### src/rtl/tcm_dec_trb_pkg.sv
// Shared types and helpers for the trellis traceback decision pipe:
// the modular metric compare and the tree latency calculation.
package tcm_dec_trb_pkg;

  // Reference sizes for the default 64-state, 10-bit metric configuration
  localparam int cMETRIC_W  = 10;
  localparam int cSTATE_NUM = 64;
  localparam int cSTATEB_W  = $clog2(cSTATE_NUM);

  // Metrics are zero-extended to this width before the modular compare
  localparam int cCMP_W = 32;

  typedef logic [cMETRIC_W-1:0] statem_t;
  typedef logic [cSTATEB_W-1:0] stateb_t;

  // Returns 1 when candidate a wins over b. The difference is taken modulo
  // 2^width and read as signed. Max mode: a wins on d >= 0. Min mode: a wins
  // on d <= 0. Equal metrics always keep a, the lower index.
  function automatic logic statem_a_max(
    input logic [cCMP_W-1:0] a,
    input logic [cCMP_W-1:0] b,
    input int unsigned       width,
    input logic              mode
  );
    logic [cCMP_W-1:0] mask;
    logic [cCMP_W-1:0] diff;
    logic              neg;
    logic              zero;
    mask = (cCMP_W'(1) << width) - cCMP_W'(1);
    diff = (a - b) & mask;
    neg  = diff[width-1];
    zero = (diff == '0);
    return mode ? (neg || zero) : !neg;
  endfunction

  // Enabled-clock latency of a tree over state_num candidates with a
  // register every stride levels and always one after the last level.
  function automatic int tree_latency(input int state_num, input int stride);
    int depth;
    depth = $clog2(state_num);
    return (depth + stride - 1) / stride;
  endfunction

endpackage

### src/rtl/tcm_dec_trb_decision_pipe_if.sv
// Metric-vector input and decision output bundle of the decision pipe.
interface tcm_dec_trb_decision_pipe_if #(
  parameter int pSTATE_NUM = 64,
  parameter int pMETRIC_W  = 10,
  parameter int pTAG_W     = 8
);
  localparam int cIDX_W = $clog2(pSTATE_NUM);

  logic                            ival;
  logic [pSTATE_NUM*pMETRIC_W-1:0] istatem;
  logic [pTAG_W-1:0]               itag;
  logic                            oval;
  logic [cIDX_W-1:0]               ostate;
  logic [pMETRIC_W-1:0]            ometric;
  logic [pTAG_W-1:0]               otag;

  // Producer side (ACS unit / testbench)
  modport master (
    output ival, istatem, itag,
    input  oval, ostate, ometric, otag
  );

  // Decision pipe side
  modport slave (
    input  ival, istatem, itag,
    output oval, ostate, ometric, otag
  );
endinterface

### src/rtl/tcm_dec_trb_cmp_node.sv
// Combinational 2:1 compare node: forwards metric and state index of the
// winning candidate, a being the lower-index side.
module tcm_dec_trb_cmp_node
  import tcm_dec_trb_pkg::*;
#(
  parameter int pMETRIC_W = 10,
  parameter int pIDX_W    = 6,
  parameter int pMODE_MIN = 0
) (
  input  logic [pMETRIC_W-1:0] i_a_metric,
  input  logic [pIDX_W-1:0]    i_a_idx,
  input  logic [pMETRIC_W-1:0] i_b_metric,
  input  logic [pIDX_W-1:0]    i_b_idx,
  output logic [pMETRIC_W-1:0] o_metric,
  output logic [pIDX_W-1:0]    o_idx
);

  logic w_a_win;

  assign w_a_win  = statem_a_max(cCMP_W'(i_a_metric), cCMP_W'(i_b_metric),
                                 pMETRIC_W, pMODE_MIN != 0);
  assign o_metric = w_a_win ? i_a_metric : i_b_metric;
  assign o_idx    = w_a_win ? i_a_idx    : i_b_idx;

endmodule

### src/rtl/tcm_dec_trb_decision_pipe.sv
// Best-state search over a full path-metric vector: a pipelined binary
// compare tree in modular arithmetic returning best index, its metric and
// a sideband tag aligned with the decision.
module tcm_dec_trb_decision_pipe
  import tcm_dec_trb_pkg::*;
#(
  parameter int pSTATE_NUM  = 64,
  parameter int pMETRIC_W   = 10,
  parameter int pREG_STRIDE = 1,
  parameter int pMODE_MIN   = 0,
  parameter int pTAG_W      = 8
) (
  input  logic                        iclk,
  input  logic                        ireset,
  input  logic                        iclkena,
  tcm_dec_trb_decision_pipe_if.slave  bus
);

  localparam int cD     = $clog2(pSTATE_NUM);
  localparam int cIDX_W = cD;
  // All candidates of all levels live in one flat array: level k starts at
  // offset 2N - 2*(N >> k) and holds N >> k entries; the final winner is last.
  localparam int cCAND  = 2 * pSTATE_NUM - 1;

  logic [pMETRIC_W-1:0] w_cand_m [cCAND];
  logic [cIDX_W-1:0]    w_cand_i [cCAND];
  logic                 w_lvl_val [cD+1];
  logic [pTAG_W-1:0]    w_lvl_tag [cD+1];

  genvar gi, gj;

  // Level 0 candidates: raw metrics tagged with their own state index
  for (gi = 0; gi < pSTATE_NUM; gi++) begin : gen_src
    assign w_cand_m[gi] = bus.istatem[gi*pMETRIC_W +: pMETRIC_W];
    assign w_cand_i[gi] = cIDX_W'(gi);
  end

  assign w_lvl_val[0] = bus.ival;
  assign w_lvl_tag[0] = bus.itag;

  for (gi = 0; gi < cD; gi++) begin : gen_lvl
    localparam int cNODES   = pSTATE_NUM >> (gi + 1);
    localparam int cIN_OFS  = 2 * pSTATE_NUM - 2 * (pSTATE_NUM >> gi);
    localparam int cOUT_OFS = 2 * pSTATE_NUM - 2 * cNODES;

    logic [pMETRIC_W-1:0] w_node_m [cNODES];
    logic [cIDX_W-1:0]    w_node_i [cNODES];

    for (gj = 0; gj < cNODES; gj++) begin : gen_node
      tcm_dec_trb_cmp_node #(
        .pMETRIC_W (pMETRIC_W),
        .pIDX_W    (cIDX_W),
        .pMODE_MIN (pMODE_MIN)
      ) u_node (
        .i_a_metric (w_cand_m[cIN_OFS + 2*gj]),
        .i_a_idx    (w_cand_i[cIN_OFS + 2*gj]),
        .i_b_metric (w_cand_m[cIN_OFS + 2*gj + 1]),
        .i_b_idx    (w_cand_i[cIN_OFS + 2*gj + 1]),
        .o_metric   (w_node_m[gj]),
        .o_idx      (w_node_i[gj])
      );
    end

    if (((gi + 1) % pREG_STRIDE) == 0 || gi == cD - 1) begin : gen_reg
      logic                 r_val;
      logic [pTAG_W-1:0]    r_tag;
      logic [pMETRIC_W-1:0] r_m [cNODES];
      logic [cIDX_W-1:0]    r_i [cNODES];

      // Stage register: valid shifts every enabled cycle, tag and data only
      // load with a valid entry so the outputs hold the last decision
      always_ff @(posedge iclk) begin
        if (ireset) begin
          r_val <= 1'b0;
          r_tag <= '0;
          for (int n = 0; n < cNODES; n++) begin
            r_m[n] <= '0;
            r_i[n] <= '0;
          end
        end else if (iclkena) begin
          r_val <= w_lvl_val[gi];
          if (w_lvl_val[gi]) begin
            r_tag <= w_lvl_tag[gi];
            for (int n = 0; n < cNODES; n++) begin
              r_m[n] <= w_node_m[n];
              r_i[n] <= w_node_i[n];
            end
          end
        end
      end

      assign w_lvl_val[gi+1] = r_val;
      assign w_lvl_tag[gi+1] = r_tag;
      for (gj = 0; gj < cNODES; gj++) begin : gen_out
        assign w_cand_m[cOUT_OFS + gj] = r_m[gj];
        assign w_cand_i[cOUT_OFS + gj] = r_i[gj];
      end
    end else begin : gen_comb
      assign w_lvl_val[gi+1] = w_lvl_val[gi];
      assign w_lvl_tag[gi+1] = w_lvl_tag[gi];
      for (gj = 0; gj < cNODES; gj++) begin : gen_out
        assign w_cand_m[cOUT_OFS + gj] = w_node_m[gj];
        assign w_cand_i[cOUT_OFS + gj] = w_node_i[gj];
      end
    end
  end

  assign bus.oval    = w_lvl_val[cD];
  assign bus.otag    = w_lvl_tag[cD];
  assign bus.ometric = w_cand_m[cCAND-1];
  assign bus.ostate  = w_cand_i[cCAND-1];

endmodule

### src/flat_wrapper.sv
// flat-port wrapper written by rule: the top's interface ports become plain ports
module tcm_dec_trb_decision_pipe_flat import tcm_dec_trb_pkg::*;
#(
  parameter int pSTATE_NUM  = 64,
  parameter int pMETRIC_W   = 10,
  parameter int pREG_STRIDE = 1,
  parameter int pMODE_MIN   = 0,
  parameter int pTAG_W      = 8
)
  (iclk, ireset, iclkena, bus_ival, bus_istatem, bus_itag, bus_oval, bus_ostate, bus_ometric, bus_otag);
  tcm_dec_trb_decision_pipe_if #(.pSTATE_NUM(pSTATE_NUM), .pMETRIC_W(pMETRIC_W), .pTAG_W(pTAG_W)) bus_i ();
  input  logic iclk;
  input  logic ireset;
  input  logic iclkena;
  input wire logic [$bits(bus_i.ival)-1:0] bus_ival;
  input wire logic [$bits(bus_i.istatem)-1:0] bus_istatem;
  input wire logic [$bits(bus_i.itag)-1:0] bus_itag;
  output wire logic [$bits(bus_i.oval)-1:0] bus_oval;
  output wire logic [$bits(bus_i.ostate)-1:0] bus_ostate;
  output wire logic [$bits(bus_i.ometric)-1:0] bus_ometric;
  output wire logic [$bits(bus_i.otag)-1:0] bus_otag;
  assign bus_i.ival = bus_ival;
  assign bus_i.istatem = bus_istatem;
  assign bus_i.itag = bus_itag;
  assign bus_oval = bus_i.oval;
  assign bus_ostate = bus_i.ostate;
  assign bus_ometric = bus_i.ometric;
  assign bus_otag = bus_i.otag;
  tcm_dec_trb_decision_pipe #(.pSTATE_NUM(pSTATE_NUM), .pMETRIC_W(pMETRIC_W), .pREG_STRIDE(pREG_STRIDE), .pMODE_MIN(pMODE_MIN), .pTAG_W(pTAG_W)) u_core (.iclk(iclk), .ireset(ireset), .iclkena(iclkena), .bus(bus_i));
endmodule
### config.mk
export PLATFORM = sky130hd
export DESIGN_NAME = tcm_dec_trb_decision_pipe_flat
export DESIGN_NICKNAME = d
export VERILOG_FILES = /design/src/rtl/tcm_dec_trb_pkg.sv /design/src/rtl/tcm_dec_trb_decision_pipe_if.sv /design/src/rtl/tcm_dec_trb_cmp_node.sv /design/src/rtl/tcm_dec_trb_decision_pipe.sv /design/src/flat_wrapper.sv
export SDC_FILE = /design/constraint.sdc
export NUM_CORES = 2
export LEC_CHECK = 0
export CAP_MARGIN = 0
export CORE_MARGIN = 2
export CORE_UTILIZATION = 50
export CTS_BUF_LIST = sky130_fd_sc_hd__clkbuf_2
export CTS_CLUSTER_SIZE = 25
export DETAILED_ROUTE_END_ITERATION = 16
export GPL_TIMING_DRIVEN = 0
export HOLD_SLACK_MARGIN = 0.03
export PLACE_DENSITY = 0.69
export SLEW_MARGIN = 20
export SYNTH_ARGS = -nofsm -noshare
export SYNTH_HDL_FRONTEND = slang
export SYNTH_HIERARCHICAL = 1
export SYNTH_SLANG_ARGS = --single-unit
### constraint.sdc
create_clock -name iclk -period 11.4 [get_ports iclk]
set_clock_uncertainty 0.2 [all_clocks]
set_input_delay 2.28 -clock iclk [delete_from_list [all_inputs] [get_ports iclk]]
set_output_delay 2.28 -clock iclk [all_outputs]
set_load 0.01 [all_outputs]
# [Word level (Yosys, flattened, before mapping)]
# Memories as Yosys holds them, arrays and structs flattened.
# Index checks and enable logic that the tools add are counted.
[word_totals] ff_bits=54 ramBits=1008 memories=12
[op_classes] addsub=63 mux=280 n_bitwise=124 reduce_logical=8
[mem_list] memory="u_core.gen_lvl[0].gen_reg.r_m" words=32 width=10 rd=32 rd_clocked_by_memory_dff=0 wr=32 line="tcm_dec_trb_decision_pipe.sv:67" text="logic [pMETRIC_W-1:0] r_m [cNODES];"
[mem_list] memory="u_core.gen_lvl[0].gen_reg.r_i" words=32 width=6 rd=32 rd_clocked_by_memory_dff=0 wr=32 line="tcm_dec_trb_decision_pipe.sv:68" text="logic [cIDX_W-1:0] r_i [cNODES];"
[mem_list] memory="u_core.gen_lvl[1].gen_reg.r_m" words=16 width=10 rd=16 rd_clocked_by_memory_dff=0 wr=16 line="tcm_dec_trb_decision_pipe.sv:67"
[mem_list] memory="u_core.gen_lvl[1].gen_reg.r_i" words=16 width=6 rd=16 rd_clocked_by_memory_dff=0 wr=16 line="tcm_dec_trb_decision_pipe.sv:68"
[mem_list] memory="u_core.gen_lvl[2].gen_reg.r_m" words=8 width=10 rd=8 rd_clocked_by_memory_dff=0 wr=8 line="tcm_dec_trb_decision_pipe.sv:67"
[mem_list] memory="u_core.gen_lvl[2].gen_reg.r_i" words=8 width=6 rd=8 rd_clocked_by_memory_dff=0 wr=8 line="tcm_dec_trb_decision_pipe.sv:68"
[mem_list] memory="+6 memories"
[ops] operator="2-to-1 mux 10 bit" count=126
[ops] operator="subtractor 10 bit" count=63
[ops] operator="2-to-1 mux 6 bit" count=94
[ops] operator="OR 1 bit" count=124
[ops] operator="2-to-1 mux 1 bit" count=60
[ops] operator="AND reduction 2 bit" count=6
[ops] operator="OR reduction 10 bit" count=1
[ops] operator="OR reduction 6 bit" count=1

# [Longest topological paths before layout]
[logic_depth] depth_word=6 mapped_depth=10

# [Hierarchy]
# Netlist, hierarchy kept.
[by_module_without_submodules] mod="tcm_dec_trb_decision_pipe" instances=1 cells_each=2332 area_each_um2=39252.6 seq_area_each_um2=31350.1
[by_module_without_submodules] mod="tcm_dec_trb_cmp_node at u_core.gen_lvl[0].gen_node[0].u_node ..." instances=62 cells_each=47 area_each_um2=422.9 seq_area_each_um2=0.0
[by_module_without_submodules] mod="tcm_dec_trb_cmp_node at u_core.gen_lvl[0].gen_node[6].u_node" instances=1 cells_each=51 area_each_um2=498.0 seq_area_each_um2=0.0

# [Least setup slack after synthesis]
# Ideal clock, no wire load.
[synth_path] path_kind="input to register" startpoint="input port ireset" endpoint="memory u_core/gen_lvl[0].gen_reg.r_i[0][0] in the netlist's numbering (enable)" setup_time_ps=667 arrival_time_ps=8975 slack_ps=1557 path_stages=4 cell_sequence="buf_4 > buf_2 > clkbuf_1 > or2_2"
[synth_lines] element="start: declaration" line="flat_wrapper.sv:13" text="input logic ireset;"
[synth_lines] element="end: declaration" line="tcm_dec_trb_decision_pipe.sv:68"

==> results.py <==
metrics = {
    "run_status": {
        "status": "finished clean",
    },
    "floorplanning": {
        "io_pins": 677,
        "die_y_microns": 367,
        "core_sq_um": 131000,
        "dieArea_sq_um": 135000,
        "die_w_microns": 367,
        "num_rows": 133,
        "initial_core_util": 0.503,
    },
    "synth": {
        "ys_warn_count": 6,
        "avgSynthCellArea_sq_um": 12.5,
        "synth_edf_count": 1008,
        "synth-seq-cells": 1062,
        "syn-cell-area_sq_um": 66000,
        "synth_ff_type": "edfxtp_1",
        "synthArstFlopShare": 0,
        "synthCells": 5297,
        "synth_cell_types": 41,
        "ys_seq_area_frac": 0.475,
    },
    "routing": {
        "initialDrtViolationCount": 2274,
        "vias": 42900,
        "ant_nets": 0,
        "firstDrtPassIters": 6,
        "drt-total-wl_mm": 151,
        "via_per_inst": 4.98,
        "drc_errors": 0,
        "wire_per_inst_microns": 17.6,
    },
    "timing": {
        "fin_crit_sh": 0.461,
        "max_clock_freq_mhz": 190,
        "hold_violations": 0,
        "slew_headroom": 0.357,
        "fin_crit_ps": 5260,
        "tightest_slew_ps": 965,
        "setup_viol_count_final": 0,
        "rsz0062_at_grt": "false",
        "maxSlewViolCount": 0,
    },
    "worst_setup_path": {
        "cp-end-kind": "register",
        "startpoint_type": "primary input",
        "startpoint": "ireset",
        "r2r-end": "u_core/gen_lvl[1].gen_reg.r_i[0][30]",
        "r2r_slack_ps": 8330,
        "r2r_cells": 9,
        "cp.required_ps": 12290,
        "crit_fanout": 58,
        "crit_arrival_ps": 6150,
        "setup.worst_path.class": "primary input to register",
        "reg2reg_from": "u_core/gen_lvl[0].gen_reg.r_m[0][113]",
    },
    "min_path": {
        "min_to": "u_core/gen_lvl[4].gen_reg.r_tag[7]",
        "hold_path_startpoint": "u_core/gen_lvl[3].gen_reg.r_tag[7]",
        "hold_depth": 2,
        "hold_path.class": "register to register",
    },
    "placement": {
        "dp_hpwl_mm": 117,
        "placed_cell_area_sq_um": 76900,
        "io_buffer_count": 676,
        "dp_cells": 8128,
        "gp_congestion": 0.866,
    },
    "finish": {
        "multi_input_area_sq_um": 32900,
        "final_cell_count_no_fill": 8615,
        "design_area_sq_um": 79400,
        "area_delta_synth_final_pct": 20.4,
        "fin_nets": 7832,
        "n_fill_cell": 10900,
        "seq_area_sq_um": 31400,
        "drive_above_1_share": 0.261,
    },
    "clocking": {
        "post_cts_resized": 0,
        "cts_buffers": 301,
        "cts_tree": "yes",
        "clock_path_buffers": 4,
        "cts_setup_buffers": 0,
        "cts-root-buf": "clkbuf_2",
        "clk_pin_slew_worst_paths_ps": 90,
        "cts_hold_buf": 0,
        "cts_max_level": 5,
        "worstSkewPairLatency_ps": 1500,
        "cts_sinks": 1062,
    },
    "grt": {
        "grt_overflow_total": 0,
        "antenna_found_initial": 15,
        "grt_usage": 0.225,
        "grt_pass1_vias": 45000,
        "grt_max_degree": 59,
        "grt_pass1_wl_mm": 238,
    },
    "power": {
        "pwr-share-clk": 0.250,
        "vdd_drop_max_mv": 0.0575,
        "p_switching_mw": 3.24,
        "p_comb_frac": 0.306,
        "powerDensity_nw_per_um2": 137,
        "leakage_nw": 33.6,
        "switching_share": 0.297,
        "intPower_mw": 7.68,
        "pwr-share-seq": 0.445,
    },
    "run": {
        "maxCapViolCount": 0,
    },
}
power by group through the flow:
stage          registers, mW  clock network (mW)  logic [mW]
6_report                4.86                2.73        3.34
5_1_grt                 4.90                3.06        3.63
4_1_cts                 4.86                2.86        3.35
3_5_place_dp            4.95                   0        3.33
3_3_place_gp            4.99                   0        3.26
2_1_floorplan           4.90                   0        2.40
synthesized netlist by cell type, types with 3 or more instances:
cell	instances	area share
a211oi_1	63	0.0072
a211oi_2	62	0.012
a21oi_1	128	0.0097
a41o_1	62	0.0094
and2_1	660	0.063
and3b_1	5	0.00066
buf_2	45	0.0034
buf_4	8	0.00091
buf_6	64	0.011
clkbuf_1	65	0.0037
clkbuf_2	6	0.00046
dfxtp_1	54	0.016
edfxtp_1	1008	0.46
ha_1	504	0.096
inv_1	504	0.029
mux2_2	998	0.17
mux2_4	10	0.0023
mux2i_1	43	0.0065
nand2_1	125	0.0071
nand2b_1	118	0.011
nand4_1	62	0.0059
nand4b_1	8	0.0011
nor2_1	128	0.0073
nor2b_1	352	0.033
o21ai_0	11	0.00083
o21ai_2	62	0.0082
or2_2	3	0.00028
xnor2_1	63	0.0084
xnor2_2	62	0.015
layout by cell type, fill, tap and decap left out, types with 5 or more instances in the layout:
cell type and count:
buf_2 45, o21ai_0 11, ha_1 504, nand2_1 125, buf_6 64, a211oi_2 62
conb_1 384, dfxtp_1 54, a21oi_1 128, clkbuf_1 65, clkdlybuf4s50_1 676, nor2_1 128
a211oi_1 63, and2_1 660, mux2_2 998, xnor2_2 62, clkbuf_2 410, edfxtp_1 1008
a41o_1 62, xnor2_1 63, nand4b_1 8, mux2_4 10, buf_16 14, nor2b_1 352
and3b_1 5, clkinv_1 41, o21ai_2 62, inv_1 504, clkinv_2 24, nand4_1 62
inv_2 5, bufinv_16 9, nand2b_1 116, mux2i_1 43, buf_4 8
metrics by stage:
stage                util  power, mW  worst slack [ps]  hold WS (ps)   TNS, ps
floorplan               -       7.30              1560           256         0
detailed placement  0.586       8.28              4620           267         0
CTS                 0.606       11.1              6210           251         0
global route        0.606       11.6              6070           270         0
global placement    0.582       8.26             -2460           263  -1219140
finish              0.606       10.9              6140           253         0
kinds of logic after synthesis:
kind of cell | count (synthesis) | synth area share
adder cells (fa/ha/maj) | 504 | 0.0956
AO/OA/AOI/OAI | 394 | 0.0481
other | 2 | 0.000114
XOR/XNOR | 125 | 0.0237
buffers and inverters | 692 | 0.0481
multiplexers | 1051 | 0.179
flip-flops | 1062 | 0.475
AND/OR/NAND/NOR | 1467 | 0.130
worst max-delay path, cell delays in order:
cell             delay (ps)
clkdlybuf4s50_1         570
buf_4                   230
buf_2                   350
clkbuf_1                420
or2_4                   680
buf_16                  350
buf_16                  280
buf_12                  260
buf_16                  290
buf_16                  290
layer usage:
layer / GRT usage / up-vias / share of wire
li1: - / 21300 / -
met1: 0.307 / 20300 / 0.47
met2: 0.366 / 1032 / 0.47
met3: 0.0442 / 177 / 0.055
met4: 0.0564 / 0 / 0.015
met5: 0 / - / 0
final cells by class:
cell class                 instances  area share
antenna                            4    0.000126
buffer                           188      0.0161
clock buffer                     404      0.0255
clock inverter                    79     0.00709
inverter                         504      0.0238
multi-input combinational       3925       0.414
sequential                      1062       0.395
tap                             1755      0.0276
timing repair buffer             694      0.0910
how the worst max path moves through the flow:
stage,end
2_1_floorplan,u_core/gen_lvl[0].gen_reg.r_i[0][0]
6_report,u_core/gen_lvl[0].gen_reg.r_m[1][23]
4_1_cts,bus_ostate[3]
5_1_grt,u_core/gen_lvl[0].gen_reg.r_m[1][23]
3_3_place_gp,u_core/gen_lvl[0].gen_reg.r_m[0][16]
3_5_place_dp,u_core/gen_lvl[0].gen_reg.r_m[0][16]
flip-flops by register name (all words and copies together), names as in the netlist:
signal / count
u_core/gen_lvl.gen_reg.r_tag: 40
u_core/gen_lvl.gen_reg.r_val: 5
u_core/bus.oval: 1
u_core/bus.otag: 8
u_core/gen_lvl.gen_reg.r_m: 630
u_core/gen_lvl.gen_reg.r_i: 378
No activity file was read; power rests on OpenSTA's default activity.
